===== src/rtl/uart_pkg.sv =====
// Shared UART definitions: transmit FSM state encoding, the default payload
// width and the line idle level. Imported by the transmit engine.
package uart_pkg;

  localparam int   UART_DATA_BITS  = 8;
  localparam logic UART_IDLE_LEVEL = 1'b1;

  typedef enum logic [2:0] {
    IDLE,
    POP,
    LOAD,
    START,
    DATA,
    STOP
  } tx_state_e;

endpackage


===== src/rtl/uart_baud_gen.sv =====
// Loadable baud-rate divider counter.
// Counts 0..div and emits a one-cycle tick on the clock where the count
// equals div, then wraps to 0. While restart is high the count is held at 0
// and no tick is produced, so the first tick after restart drops arrives
// div+1 clocks later.
//
// Ports:
//   clk      system clock
//   rst_n    asynchronous active-low reset
//   restart  hold/clear the counter (asserted outside timed states)
//   div      divider value; period = div+1 clocks
//   tick     end-of-period strobe
module uart_baud_gen #(
  parameter int DIV_WIDTH = 32
) (
  input  logic                 clk,
  input  logic                 rst_n,
  input  logic                 restart,
  input  logic [DIV_WIDTH-1:0] div,
  output logic                 tick
);

  logic [DIV_WIDTH-1:0] baud_cnt;

  // Gating with restart keeps tick quiet while div is not yet meaningful.
  assign tick = !restart && (baud_cnt == div);

  always_ff @(posedge clk or negedge rst_n) begin
    if (!rst_n) begin
      baud_cnt <= '0;
    end else if (restart || tick) begin
      baud_cnt <= '0;
    end else begin
      baud_cnt <= baud_cnt + 1'b1;
    end
  end

endmodule


===== src/rtl/uart_tx_engine.sv =====
// UART transmit engine: pops bytes from the TX FIFO while transmit is enabled
// and serialises each one as a start bit, DATA_BITS payload bits (LSB first)
// and STOP_BITS stop bits, each bit lasting baud_div+1 clocks.
//
// Ports:
//   clk           system clock
//   rst_n         asynchronous active-low reset (aborts any frame in flight)
//   tx_en_i       transmit enable, sampled only in IDLE
//   fifo_empty_i  TX FIFO empty flag, sampled only in IDLE
//   fifo_data_i   TX FIFO read data, valid the cycle after fifo_rd_en_o
//   fifo_rd_en_o  single-cycle FIFO pop strobe
//   baud_div_i    baud divider, latched once per frame
//   txd_o         registered serial output, idle high
//   busy_o        high from POP through the last stop bit
//   frame_done_o  one-cycle pulse after the final stop bit
module uart_tx_engine
  import uart_pkg::*;
#(
  parameter int DATA_BITS = UART_DATA_BITS,
  parameter int STOP_BITS = 1,
  parameter int DIV_WIDTH = 32
) (
  input  logic                 clk,
  input  logic                 rst_n,
  input  logic                 tx_en_i,
  input  logic                 fifo_empty_i,
  input  logic [DATA_BITS-1:0] fifo_data_i,
  output logic                 fifo_rd_en_o,
  input  logic [DIV_WIDTH-1:0] baud_div_i,
  output logic                 txd_o,
  output logic                 busy_o,
  output logic                 frame_done_o
);

  // One counter serves both payload bits and stop bits.
  localparam int CNT_W = $clog2(DATA_BITS + STOP_BITS);
  localparam logic [CNT_W-1:0] LAST_DATA = CNT_W'(DATA_BITS - 1);
  localparam logic [CNT_W-1:0] LAST_STOP = CNT_W'(STOP_BITS - 1);

  tx_state_e            state_q, state_d;
  logic [CNT_W-1:0]     bit_cnt_q, bit_cnt_d;
  logic [DATA_BITS-1:0] shift_q, shift_d;
  logic [DIV_WIDTH-1:0] div_q, div_d;
  logic                 txd_q, txd_d;
  logic                 rd_en_q;
  logic                 busy_q;
  logic                 done_q, done_d;
  logic                 tick;
  logic                 restart;

  // The baud counter only runs in the timed states; holding it at 0 before
  // START guarantees the start bit gets a full period. Every later state
  // change happens on a tick, where the counter wraps to 0 by itself.
  assign restart = (state_q == IDLE) || (state_q == POP) || (state_q == LOAD);

  uart_baud_gen #(
    .DIV_WIDTH (DIV_WIDTH)
  ) u_baud_gen (
    .clk     (clk),
    .rst_n   (rst_n),
    .restart (restart),
    .div     (div_q),
    .tick    (tick)
  );

  always_comb begin
    state_d   = state_q;
    bit_cnt_d = bit_cnt_q;
    shift_d   = shift_q;
    div_d     = div_q;
    done_d    = 1'b0;
    txd_d     = UART_IDLE_LEVEL;

    case (state_q)
      IDLE: begin
        if (tx_en_i && !fifo_empty_i) begin
          state_d = POP;
        end
      end
      POP: begin
        state_d = LOAD;
      end
      LOAD: begin
        shift_d   = fifo_data_i;
        div_d     = baud_div_i;
        bit_cnt_d = '0;
        state_d   = START;
      end
      START: begin
        if (tick) begin
          bit_cnt_d = '0;
          state_d   = DATA;
        end
      end
      DATA: begin
        if (tick) begin
          shift_d = shift_q >> 1;
          if (bit_cnt_q == LAST_DATA) begin
            bit_cnt_d = '0;
            state_d   = STOP;
          end else begin
            bit_cnt_d = bit_cnt_q + 1'b1;
          end
        end
      end
      STOP: begin
        if (tick) begin
          if (bit_cnt_q == LAST_STOP) begin
            bit_cnt_d = '0;
            done_d    = 1'b1;
            state_d   = IDLE;
          end else begin
            bit_cnt_d = bit_cnt_q + 1'b1;
          end
        end
      end
      default: begin
        state_d = IDLE;
      end
    endcase

    // Pad level is derived from where the FSM is going, so the registered
    // output lines up with the state register.
    case (state_d)
      START:   txd_d = 1'b0;
      DATA:    txd_d = shift_d[0];
      default: txd_d = UART_IDLE_LEVEL;
    endcase
  end

  always_ff @(posedge clk or negedge rst_n) begin
    if (!rst_n) begin
      state_q   <= IDLE;
      bit_cnt_q <= '0;
      txd_q     <= UART_IDLE_LEVEL;
      rd_en_q   <= 1'b0;
      busy_q    <= 1'b0;
      done_q    <= 1'b0;
    end else begin
      state_q   <= state_d;
      bit_cnt_q <= bit_cnt_d;
      txd_q     <= txd_d;
      rd_en_q   <= (state_d == POP);
      busy_q    <= (state_d != IDLE);
      done_q    <= done_d;
    end
  end

  // Payload and divider are only consumed after LOAD writes them.
  always_ff @(posedge clk) begin
    shift_q <= shift_d;
    div_q   <= div_d;
  end

  assign fifo_rd_en_o = rd_en_q;
  assign txd_o        = txd_q;
  assign busy_o       = busy_q;
  assign frame_done_o = done_q;

endmodule


===== config.mk =====
export PLATFORM = sky130hd
export DESIGN_NAME = uart_tx_engine
export DESIGN_NICKNAME = d
export VERILOG_FILES = /design/src/rtl/uart_pkg.sv /design/src/rtl/uart_baud_gen.sv /design/src/rtl/uart_tx_engine.sv
export SDC_FILE = /design/constraint.sdc
export NUM_CORES = 1
export LEC_CHECK = 0
export BUFFER_PORTS_ARGS = -buffer_cell sky130_fd_sc_hd__buf_2
export CORE_ASPECT_RATIO = 0.9
export CORE_MARGIN = 5
export CORE_UTILIZATION = 50
export CTS_CLUSTER_DIAMETER = 200
export DETAILED_ROUTE_END_ITERATION = 10
export HOLD_SLACK_MARGIN = 0.1
export PLACE_DENSITY = 0.76
export SETUP_SLACK_MARGIN = 0.15
export SLEW_MARGIN = 0
export SYNTH_ARGS = -nofsm -noshare
export SYNTH_HDL_FRONTEND = slang
export SYNTH_HIERARCHICAL = 1
export SYNTH_SLANG_ARGS = --single-unit

===== constraint.sdc =====
create_clock -name clk -period 4.85 [get_ports clk]
set_input_delay 0.7275 -clock clk [delete_from_list [all_inputs] [get_ports clk]]
set_output_delay 0.7275 -clock clk [all_outputs]
set_load 0.01 [all_outputs]

==> results_dict.tcl <==
set metrics [dict create \
    status "finished, final reports clean" \
    combPwrFrac 0.020 \
    critPathTopFamily "simple AND/OR/NAND/NOR gates" \
    clock.fmax_ghz 0.335 \
    fin_skew_ps 10.9 \
    min_period_ps 2980 \
    grt_util_all_layers 0.178 \
    setup_viol 0 \
    rsz0062_at_grt "no" \
    cts_tree "built" \
    core_area_sq_um 8070 \
    cp_num_buf_inv 1 \
    p_sw_mw 0.273 \
    peakVddDrop_uv 184 \
    clk_pin_slew_ps 90 \
    slew_violations 0 \
    cap_violations 0 \
    synth_top_area_cell "edfxtp_1" \
    ys_ff_latch 83 \
    post_cts_buffers 0 \
    wl_mm 8.42 \
    antenna_found_initial 0 \
    slew_headroom 0.247 \
    vias_per_cell 6.02 \
    htreeDepth 3 \
    finalHoldViolations 0 \
    p_leak_nw 1.61 \
    hold_class "reg -> reg" \
    die_x_microns 106 \
    synth_common_cells "xnor2_1, dfrtp_1, edfxtp_1, a211oi_1" \
    clockPowerShare 0.398 \
    synth.distinct_cells 56 \
    io_pins 48 \
    worstSetupPathType "reg -> reg" \
    antenna_left 0 \
    timing.final.crit_share 0.615 \
    end_kind "flip-flop" \
    pre_cts_ws_ps 1900 \
    die_h_microns 96.4 \
    grt.overflow.total 0 \
    synthAdderAreaFrac 0.00906 \
    synth_top_flop_cell "dfrtp_1" \
    vias 2900 \
    max_stage_delay_ps 460 \
    fin_hold_ws_ps 493 \
    diodes 0 \
    dpl.hpwl_mm 5.70 \
    rows 31 \
    worstSkewPairLatency_ps 360 \
    grt_pass1_vias 2887 \
    dr.pass1.iters 4 \
    syn_to_final_growth_pct 11.1 \
    clock_sinks 83 \
    avgSynthCellArea_sq_um 12.1 \
    cts_root_buf "clkbuf_8" \
    powerDensity_nw_per_um2 275 \
    post-synth-top-count-cell "xnor2_1" \
    max_slew.worst_pin.slew_ps 1130 \
    routedWlPerCell_microns 17.5 \
    synth_mux_area_frac 0 \
    cts_resized 0 \
    cp-start-kind "flip-flop" \
    final_nets 425 \
    slowest_stage "dfrtp_1" \
    grt_pass1_wl_mm 14.2 \
    worst_slack_ps 1870 \
    cp_data_arrival_time_ps 3040 \
    crit_fanout 33 \
    async_flop_share 0.518 \
    swShare 0.216 \
    synth.net_count 391 \
    ys_warn_count 6 \
    synth_compound_area_frac 0.150 \
    setup_tns_ps 0 \
    drc_errors 0 \
    die_area_sq_um 10200 \
    ys_top_cells_by_area "edfxtp_1, dfrtp_1, xnor2_1" \
    grt_max_degree 44 \
    synthCells 344 \
    p_int_mw 0.992 \
    numCtsBuffers 9 \
    required_ps 4910 \
    syn_area_sq_um 4150 \
    yosysTopAreaCellShare 0.283 \
    gp_congestion 0.796 \
    synth_edf_count 39 \
    path_cells "xnor2_1 -> nand4_1 -> nor4_2 -> buf_4 -> and3b_1 -> and4bb_1 -> or2_2" \
    seq_power_share 0.582 \
    yosys.area_share.simple 0.151 \
    first_iter_violations 210 \
    ys_seq_area_frac 0.547 \
    drive_above_1_share 0.238 \
    holdBufCountCts 0 \
    start_util 0.514 \
    synth_top_family_by_area "simple AND/OR/NAND/NOR gates" \
    synth-xor-area-share 0.0972 \
    portBuffers 47 \
    cts_buffer_depth 2 \
]
[state kept, by name, summed over array words and instances (netlist names)]
signal               cells
div_q                   32
u_baud_gen/baud_cnt     32
shift_q                  8
bit_cnt_q                4
state_q                  3
busy_o                   1
fifo_rd_en_o             1
frame_done_o             1
txd_o                    1
[kinds of logic (layout without fill, tap and decap cells)]
family / count (synthesis) / count (layout)
AND/OR/NAND/NOR: 96 / 96
XOR/XNOR: 46 / 46
AO/OA/AOI/OAI: 75 / 75
buffers and inverters: 41 / 80
adder cells (fa/ha/maj): 3 / 3
flip-flops: 83 / 83
[path summary, 6_finish.rpt]
check	startpoint	end	slack (ps)	cells past startpoint
max	u_baud_gen/baud_cnt[27]	shift_q[6]	1870	7
min	shift_q[1]	shift_q[0]	490	2
max reg2reg	u_baud_gen/baud_cnt[27]	shift_q[6]	1870	7
min reg2reg	shift_q[1]	shift_q[0]	490	2
max in group asynchronous	rst_n	u_baud_gen/baud_cnt[18]	3710	1
min in group asynchronous	rst_n	fifo_rd_en_o	530	1
[routing by layer]
layer / vias to the layer above / track usage / wire length [microns]
met3: 12 / 0.0465 / 422
met4: 0 / 0.0669 / 165
met2: 70 / 0.272 / 3860
met5: - / 0 / 0
met1: 1439 / 0.247 / 3980
li1: 1379 / - / -
[power by group through the flow]
stage	registers, mW	clock network, mW	logic, mW
after floorplan	0.751	0	0.00171
after global placement	0.751	0	0.0253
after detailed placement	0.751	0	0.0261
after CTS	0.736	0.518	0.0261
after global routing	0.736	0.548	0.0292
final	0.736	0.504	0.0252
[placed cells by master (no fill, tap or decap), drive strengths merged, types with 2 or more instances in the layout]
cell	count
buf	51
xnor2	43
dfrtp	42
edfxtp	39
a221oi	18
a211oi	16
inv	16
nand4	15
or4	13
nand3	12
nand2	12
o31ai	12
o21ai	11
clkbuf	10
or3	7
a22o	6
nor2	5
a21oi	5
nor4	5
nand2b	4
and2	3
xor2	3
ha	3
nor3	3
nor3b	3
and3b	2
a31oi	2
clkinvlp	2
and4	2
nor2b	2
and4bb	2
[per-stage QoR]
stage          area (sq um)  cells  power (mW)   util
6_report               4610    482        1.27  0.571
5_1_grt                4610    482        1.31  0.571
4_1_cts                4610    482        1.28  0.571
3_5_place_dp           4410    466       0.777  0.546
3_3_place_gp           4410    466       0.776  0.546
2_1_floorplan          4150    344       0.753      -
[layout make-up]
type / instances / area (sq um)
well taps: 99 / 124
multi-input cells: 220 / 1700
flip-flops and latches: 83 / 2270
clock buffers: 10 / 128
inverters: 13 / 48.8
repair buffers: 51 / 265
clock inverters: 6 / 71.3
fillers: 689 / 3460
[worst reg2reg max path, cell delays in order (launching register included)]
cell	delay (ps)
dfrtp_1	460
xnor2_1	170
nand4_1	180
nor4_2	300
buf_4	420
and3b_1	430
and4bb_1	470
or2_2	280
Power figures use the tool's default switching activity.
